### src/rtl/osc_phase_multi_if.sv
// Port bundle for osc_phase_multi: tuning and sample strobe in, scaled waveforms out.
// sample_en is a one-cycle strobe with no backpressure; out_valid is a one-cycle pulse with no ready.
interface osc_phase_multi_if #(
  parameter int ACC_W = 24,
  parameter int OUT_W = 16
);
  logic             sample_en;
  logic [ACC_W-1:0] inc_in;
  logic             inc_load;
  logic             inc_pending;
  logic             sync;
  logic [OUT_W-1:0] duty;
  logic [OUT_W-1:0] amp;
  logic [OUT_W-1:0] saw;
  logic [OUT_W-1:0] tri_o;
  logic [OUT_W-1:0] sqr;
  logic             out_valid;
  logic             wrap;

  modport master (
    output sample_en, inc_in, inc_load, sync, duty, amp,
    input  inc_pending, saw, tri_o, sqr, out_valid, wrap
  );

  modport slave (
    input  sample_en, inc_in, inc_load, sync, duty, amp,
    output inc_pending, saw, tri_o, sqr, out_valid, wrap
  );
endinterface

### src/rtl/osc_phase_multi.sv
// Phase-accumulator oscillator: saw/triangle/square from one accumulator, shadowed
// increment applied at period boundaries, hard sync, amplitude scaling, 2-cycle latency.
module osc_phase_multi #(
  parameter int ACC_W = 24,
  parameter int OUT_W = 16
) (
  input logic               clk,
  input logic               rst_n,
  osc_phase_multi_if.slave  bus
);
  localparam logic [OUT_W-1:0] POS_FULL = {1'b0, {(OUT_W-1){1'b1}}};
  localparam logic [OUT_W-1:0] NEG_FULL = {1'b1, {(OUT_W-2){1'b0}}, 1'b1};

  logic [ACC_W-1:0] phase_q, phase_d;
  logic [ACC_W-1:0] inc_act_q, inc_act_d;
  logic [ACC_W-1:0] inc_shd_q, inc_shd_d;
  logic             pending_q, pending_d;

  logic [ACC_W:0]   sum;
  logic             upd_wrap;
  logic             apply;

  logic [OUT_W-1:0] p, p_fold, t;
  logic [OUT_W-1:0] saw_raw_d, tri_raw_d, sqr_raw_d;

  logic [OUT_W-1:0] saw_raw_q, tri_raw_q, sqr_raw_q, amp_q;
  logic             v1_q, wrap1_q;

  logic [OUT_W-1:0] saw_q, tri_q, sqr_q;
  logic             valid_q, wrap_q;

  assign sum      = {1'b0, phase_q} + {1'b0, inc_act_q};
  assign upd_wrap = bus.sync | sum[ACC_W];
  // A zero increment never wraps, so it is allowed to pick up the shadow on any sample.
  assign apply    = bus.sample_en & (upd_wrap | (inc_act_q == '0));

  always_comb begin
    phase_d   = phase_q;
    inc_act_d = inc_act_q;
    inc_shd_d = inc_shd_q;
    pending_d = pending_q;
    if (bus.sample_en) begin
      phase_d = bus.sync ? '0 : sum[ACC_W-1:0];
    end
    if (apply) begin
      inc_act_d = inc_shd_q;
      pending_d = 1'b0;
    end
    if (bus.inc_load) begin
      inc_shd_d = bus.inc_in;
      pending_d = 1'b1;
    end
  end

  // Raw waveforms are derived from the post-update phase so they register alongside it.
  always_comb begin
    p         = phase_d[ACC_W-1 -: OUT_W];
    p_fold    = p[OUT_W-1] ? ~p : p;
    t         = {p_fold[OUT_W-2:0], 1'b0};
    saw_raw_d = {~p[OUT_W-1], p[OUT_W-2:0]};
    tri_raw_d = {~t[OUT_W-1], t[OUT_W-2:0]};
    sqr_raw_d = (p < bus.duty) ? POS_FULL : NEG_FULL;
  end

  function automatic logic [OUT_W-1:0] scale(input logic [OUT_W-1:0] raw,
                                               input logic [OUT_W-1:0] gain);
    logic signed [2*OUT_W:0] a;
    logic signed [2*OUT_W:0] b;
    logic signed [2*OUT_W:0] prod;
    a    = {{(OUT_W+1){raw[OUT_W-1]}}, raw};
    b    = {{(OUT_W+1){1'b0}}, gain};
    prod = a * b;
    return OUT_W'(prod >>> OUT_W);
  endfunction

  always_ff @(posedge clk or negedge rst_n) begin
    if (!rst_n) begin
      phase_q   <= '0;
      inc_act_q <= '0;
      inc_shd_q <= '0;
      pending_q <= 1'b0;
    end else begin
      phase_q   <= phase_d;
      inc_act_q <= inc_act_d;
      inc_shd_q <= inc_shd_d;
      pending_q <= pending_d;
    end
  end

  always_ff @(posedge clk or negedge rst_n) begin
    if (!rst_n) begin
      saw_raw_q <= '0;
      tri_raw_q <= '0;
      sqr_raw_q <= '0;
      amp_q     <= '0;
      v1_q      <= 1'b0;
      wrap1_q   <= 1'b0;
    end else begin
      v1_q    <= bus.sample_en;
      wrap1_q <= bus.sample_en & upd_wrap;
      if (bus.sample_en) begin
        saw_raw_q <= saw_raw_d;
        tri_raw_q <= tri_raw_d;
        sqr_raw_q <= sqr_raw_d;
        amp_q     <= bus.amp;
      end
    end
  end

  always_ff @(posedge clk or negedge rst_n) begin
    if (!rst_n) begin
      saw_q   <= '0;
      tri_q   <= '0;
      sqr_q   <= '0;
      valid_q <= 1'b0;
      wrap_q  <= 1'b0;
    end else begin
      valid_q <= v1_q;
      wrap_q  <= wrap1_q;
      if (v1_q) begin
        saw_q <= scale(saw_raw_q, amp_q);
        tri_q <= scale(tri_raw_q, amp_q);
        sqr_q <= scale(sqr_raw_q, amp_q);
      end
    end
  end

  assign bus.inc_pending = pending_q;
  assign bus.saw         = saw_q;
  assign bus.tri_o       = tri_q;
  assign bus.sqr         = sqr_q;
  assign bus.out_valid   = valid_q;
  assign bus.wrap        = wrap_q;
endmodule

### src/flat_wrapper.sv
// flat-port wrapper written by rule: the top's interface ports become plain ports
module osc_phase_multi_flat 
#(
  parameter int ACC_W = 24,
  parameter int OUT_W = 16
)
  (clk, rst_n, bus_sample_en, bus_inc_in, bus_inc_load, bus_sync, bus_duty, bus_amp, bus_inc_pending, bus_saw, bus_tri_o, bus_sqr, bus_out_valid, bus_wrap);
  osc_phase_multi_if #(.ACC_W(ACC_W), .OUT_W(OUT_W)) bus_i ();
  input logic clk;
  input logic rst_n;
  input wire logic [$bits(bus_i.sample_en)-1:0] bus_sample_en;
  input wire logic [$bits(bus_i.inc_in)-1:0] bus_inc_in;
  input wire logic [$bits(bus_i.inc_load)-1:0] bus_inc_load;
  input wire logic [$bits(bus_i.sync)-1:0] bus_sync;
  input wire logic [$bits(bus_i.duty)-1:0] bus_duty;
  input wire logic [$bits(bus_i.amp)-1:0] bus_amp;
  output wire logic [$bits(bus_i.inc_pending)-1:0] bus_inc_pending;
  output wire logic [$bits(bus_i.saw)-1:0] bus_saw;
  output wire logic [$bits(bus_i.tri_o)-1:0] bus_tri_o;
  output wire logic [$bits(bus_i.sqr)-1:0] bus_sqr;
  output wire logic [$bits(bus_i.out_valid)-1:0] bus_out_valid;
  output wire logic [$bits(bus_i.wrap)-1:0] bus_wrap;
  assign bus_i.sample_en = bus_sample_en;
  assign bus_i.inc_in = bus_inc_in;
  assign bus_i.inc_load = bus_inc_load;
  assign bus_i.sync = bus_sync;
  assign bus_i.duty = bus_duty;
  assign bus_i.amp = bus_amp;
  assign bus_inc_pending = bus_i.inc_pending;
  assign bus_saw = bus_i.saw;
  assign bus_tri_o = bus_i.tri_o;
  assign bus_sqr = bus_i.sqr;
  assign bus_out_valid = bus_i.out_valid;
  assign bus_wrap = bus_i.wrap;
  osc_phase_multi #(.ACC_W(ACC_W), .OUT_W(OUT_W)) u_core (.clk(clk), .rst_n(rst_n), .bus(bus_i));
endmodule
### config.mk
export PLATFORM = sky130hd
export DESIGN_NAME = osc_phase_multi_flat
export DESIGN_NICKNAME = d
export VERILOG_FILES = /design/src/rtl/osc_phase_multi_if.sv /design/src/rtl/osc_phase_multi.sv /design/src/flat_wrapper.sv
export SDC_FILE = /design/constraint.sdc
export NUM_CORES = 2
export LEC_CHECK = 0
export CAP_MARGIN = 5
export CORE_ASPECT_RATIO = 1.75
export CORE_MARGIN = 2
export CORE_UTILIZATION = 45
export CTS_BUF_LIST = sky130_fd_sc_hd__clkbuf_2 sky130_fd_sc_hd__clkbuf_4 sky130_fd_sc_hd__clkbuf_8
export DETAILED_ROUTE_END_ITERATION = 10
export GPL_TIMING_DRIVEN = 0
export HOLD_SLACK_MARGIN = 0.06
export MAX_ROUTING_LAYER = met4
export PLACE_DENSITY_LB_ADDON = 0.08
export SYNTH_ARGS = -nofsm -noshare
export SYNTH_HDL_FRONTEND = slang
export SYNTH_SLANG_ARGS = --single-unit
### constraint.sdc
create_clock -name clk -period 9.33 [get_ports clk]
set_input_delay 2.3325 -clock clk [delete_from_list [all_inputs] [get_ports clk]]
set_output_delay 2.3325 -clock clk [all_outputs]
set_load 0.02 [all_outputs]
Word level (Yosys, flattened, before mapping):

Index checks and enable logic that the tools add are counted.

* output and inout bits: 51
* flip-flop bits (word level): 188
* logic and storage cells: 36

* $add $sub $neg: 1
* reduce and logical (&&, ||, !) cells: 2
* $mul: 3
* order comparisons: 1
* multiplexer cells: 6
* bitwise gates (word level): 7

Operator list (count)
* multiplier 16 x 17 -> 32 bit: 2
* two-way mux 24 bit: 2
* multiplier 15 x 17 -> 31 bit: 1
* adder 24 x 24 -> 25 bit: 1
* zero test 24 bit: 1
* less-than comparator 16 bit: 1
* two-way mux 16 bit: 1
* two-way mux 15 bit: 1
* NOT 15 bit: 1
* bitwise AND 1 bit: 2
* two-way mux 1 bit: 2
* NOT 1 bit: 2
* bitwise OR 1 bit: 2
* nonzero test 2 bit: 1

Logic depth before layout (Yosys ltp):

* word-level depth: 6
* mapped depth: 25
* mapped depth without buffers: 23

Worst setup path after synthesis:

OpenSTA, ideal clock, no wires.

* path kind: reg-to-reg
* from: register u_core.sqr_raw_q[14]
* to: register u_core.sqr_q[13] (netlist: u_core.bus.sqr[13])
* setup slack: 2691 ps
* cell stages (with the launch flop): 24
* clock period less this slack: 6639 ps
* arrival time: 6514 ps
* library setup time: 125 ps
* data required time: 9205 ps
* path through: dfrtp_1 -> clkbuf_1 -> buf_1 -> nand2_1 -> fa_1 -> inv_1 -> fa_1 -> inv_1 -> fa_1 -> inv_1 -> fa_1 -> fa_1 -> inv_1 -> fa_1 -> inv_1 -> ha_1 -> a21oi_1 -> o21ai_1 -> a2111o_1 -> o221a_4 -> o41ai_4 -> o221ai_2 -> xor2_1 -> mux2_2

* cells in the longest elaborated chain, start to end: 1

RTL lines
* start, declared: RTL line osc_phase_multi.sv:26 `logic [OUT_W-1:0] saw_raw_q, tri_raw_q, sqr_raw_q, amp_q;`
* start signal, assigned: RTL line osc_phase_multi.sv:104 `sqr_raw_q <= sqr_raw_d;`
* multiplier 16 x 17 -> 32 bit: RTL line osc_phase_multi.sv:72 `prod = a * b;`
* end signal, assigned: RTL line osc_phase_multi.sv:123 `sqr_q <= scale(sqr_raw_q, amp_q);`
* end, declared: RTL line osc_phase_multi.sv:29 `logic [OUT_W-1:0] saw_q, tri_q, sqr_q;`

No other way between the ends.
A chain may end at the register's enable or synchronous reset.

Worst setup path after layout:

* from: register u_core.amp_q[10]
* to: register u_core.sqr_q[14] (netlist: u_core.bus.sqr[14])

* cells in the longest elaborated chain, start to end: 1

RTL lines
* start, declared: RTL line osc_phase_multi.sv:26
* start signal, assigned: RTL line osc_phase_multi.sv:105 `amp_q <= bus.amp;`
* multiplier 16 x 17 -> 32 bit: RTL line osc_phase_multi.sv:72

No other way between the ends.

==> flow_metrics.tcl <==
set metrics [dict create \
    io_buffers 110 \
    yosysUniqueCellTypes 79 \
    drt_wl_total_um 95400 \
    io_pins 112 \
    required_ps 9770 \
    cts_hold_buf 0 \
    worstHoldStart "u_core.wrap1_q$_DFF_PN0_" \
    cp_data_arrival_time_ps 8680 \
    reg2reg_from "u_core.amp_q[10]$_DFFE_PN0P_" \
    fp.dieArea_um2 70000 \
    timing.max_slew.rel_slack_pct 13.9 \
    fmaxAchievable_mhz 121 \
    seq_area_frac_synth_pct 14.3 \
    ant_nets 0 \
    startpoint "u_core.amp_q[10]$_DFFE_PN0P_" \
    async_flop_share_pct 100 \
    path_clk_slew_ps 100 \
    cts_inserted_buffers 17 \
    dr.pass1.iters 5 \
    die_w_um 201 \
    fin_crit_ps 8240 \
    core_um2 67300 \
    cts_resized 0 \
    clk_latency_ps 590 \
    grt_remaining_overflow 0 \
    cts_setup_buffers 0 \
    rsz0062_at_grt "no" \
    area_growth_syn_to_layout_pct 8.85 \
    min_to "u_core.bus.wrap$_DFF_PN0_" \
    reg2reg_depth 23 \
    initial_core_util_pct 45.4 \
    worst_slack_ps 1090 \
    grt_pass1_wl_um 148000 \
    r2r-end "u_core.bus.sqr[14]$_DFFE_PN0P_" \
    grt_max_degree 104 \
    cp-end-kind "flip-flop" \
    clockRootBuffer "clkbuf_8" \
    criticalPathCategory "flip-flop to flip-flop" \
    nets 4266 \
    core.rowCount 126 \
    whs_path_depth 0 \
    clk_path_buf_depth 2 \
    rrSetupSlack_ps 1090 \
    ctsHtreeMaxLevel 4 \
    critPathMaxFanout 10 \
    place.gp.congestion 0.959 \
    synthTopCellsByArea "fa_1 (33%), ha_1 (15%), dfrtp_1 (14%)" \
    wl_per_cell_um 22.5 \
    synth_edf_count 0 \
    drt_iter0_drc 1030 \
    setup_viol 0 \
    yosys_warnings 0 \
    final_cell_area_um2 33200 \
    outcome "finished, final reports clean" \
    cts_tree "yes" \
    pre_cts_slack_ps 1170 \
    drive_gt1_share_pct 4.59 \
    clock-sinks 175 \
    maxSlewViolCount 0 \
    vias 22561 \
    worstHoldPathType "flip-flop to flip-flop" \
    fp.dieH_um 349 \
    cp-start-kind "flip-flop" \
    syn_nets 4135 \
    synth_top_area_share_pct 33.5 \
    ys_ff_latch 175 \
    fin_skew_ps 37.6 \
    viasPerCell 5.33 \
    dp_hpwl_um 79800 \
    gr-usage-all-layers_pct 29.2 \
    drcViolationCount 0 \
    syn_avg_cell_area_um2 9.57 \
    antenna_found_initial 3 \
    tightestPinTransition_ps 1290 \
    drv_cap 0 \
    synthFlopType "dfrtp_1" \
    syn_area_um2 30500 \
    dpl-instance-area_um2 32800 \
    final.period_utilization_pct 88.4 \
    synth_top_area_cell "fa_1" \
    synthCells 3190 \
    final-hold-violation-count 0 \
    grt_pass1_vias 25430 \
]
## stage by stage
step / TNS, ps / instances / hold slack (ps) / utilization (%)
finish: 0 / 4232 / 373 / 49.4
global route: 0 / 4231 / 375 / 49.4
CTS: 0 / 4230 / 374 / 49.4
detailed placement: 0 / 4198 / 338 / 48.7
global placement: -278170 / 4196 / 344 / 48.7
floorplan: 0 / 3190 / 331 / -
## worst max-delay path by stage
stage	endpoint	slack, ps
floorplan	u_core.bus.sqr[13]$_DFFE_PN0P_	2690
global placement	u_core.bus.saw[0]$_DFFE_PN0P_	-1640
detailed placement	u_core.bus.sqr[14]$_DFFE_PN0P_	1170
CTS	u_core.bus.sqr[14]$_DFFE_PN0P_	1130
global route	u_core.bus.sqr[14]$_DFFE_PN0P_	790
finish	u_core.bus.sqr[14]$_DFFE_PN0P_	1090
## cell families (layout without fill, tap and decap cells)
kind of cell	after synthesis	in the layout	synth area share, %
AO/OA/AOI/OAI	314	314	7.17
flip-flops	175	175	14.3
AND/OR/NAND/NOR	769	769	12.5
XOR/XNOR	102	102	2.93
multiplexers	101	101	3.72
other	0	2	0
adder cells (fa/ha/maj)	887	887	48.9
buffers and inverters	842	986	10.4
## cell usage after synthesis, drive strengths merged, types with 5 or more instances
cell type	instances
or3	7
and3	10
a22o	5
nor3	19
fa	511
inv	711
a2111oi	8
xor2	25
nor2	79
a211oi	18
or2	6
mux2	98
nand3	23
a21o	43
buf	15
o211ai	8
nor4	7
ha	373
and2	245
o21a	8
nand4	14
o21bai	8
nand2	305
nand2b	26
o21ai	86
o31ai	5
dfrtp	175
xnor2	77
nor2b	15
a31oi	11
a21oi	74
clkbuf	116
## area by class of cell
class	count	area [µm²]
diodes	2	5.00
repair buffers	112	1140
well taps	896	1120
inverters	711	2670
plain buffers	131	517
clock inverters	15	203
flip-flops and latches	175	4380
clock buffers	17	234
multi-input cells	2173	23000
fillers	6559	34100
## registers in the layout, summed over array words and instances, names as in the netlist
signal                  cells
u_core.amp_q               16
u_core.bus.inc_pending      1
u_core.bus.out_valid        1
u_core.bus.saw             16
u_core.bus.sqr             16
u_core.bus.tri_o           16
u_core.bus.wrap             1
u_core.inc_act_q           24
u_core.inc_shd_q           24
u_core.phase_q             24
u_core.saw_raw_q           16
u_core.sqr_raw_q            3
u_core.tri_raw_q           15
u_core.v1_q                 1
u_core.wrap1_q              1
## layer usage
metal / part of all wire, % / vias up / global-route usage (%) / routed length (µm)
met2: 55 / 582 / 53.9 / 52100
met1: 35 / 11602 / 29.6 / 33500
met4: 7.1 / 0 / 17.9 / 6730
li1: - / 10120 / - / -
met5: 0 / - / - / 0
met3: 3.2 / 257 / 3.12 / 3060
## cells in the final DEF, fill, tap and decap left out, drive strengths merged, types with 23 or more instances in the layout
cell,synthesis,final
a21o,43,43
a21oi,74,74
and2,245,245
clkbuf,116,133
clkdlybuf4s50,0,109
dfrtp,175,175
fa,511,511
ha,373,373
inv,711,719
mux2,98,98
nand2,305,305
nand2b,26,26
nand3,23,23
nor2,79,79
o21ai,86,86
xnor2,77,77
xor2,25,25
## worst max-delay path, cell delays in order, from the launching register on
cell and delay [ps]:
dfrtp_1 340, clkbuf_1 480, clkbuf_1 880, nand2_1 290
inv_1 240, fa_1 510, inv_1 210, fa_1 500
fa_1 530, inv_1 60, fa_1 530, fa_1 500
inv_1 50, fa_1 480, inv_1 40, ha_1 280
nand4_1 200, a211oi_1 490, a2111o_1 170, o221a_4 240
o21ai_1 150, a2111oi_2 590, mux2i_1 270, nand3_1 90
Power is not shown: default switching activity piles up to over one toggle a cycle in this logic, so the estimate is an artifact.
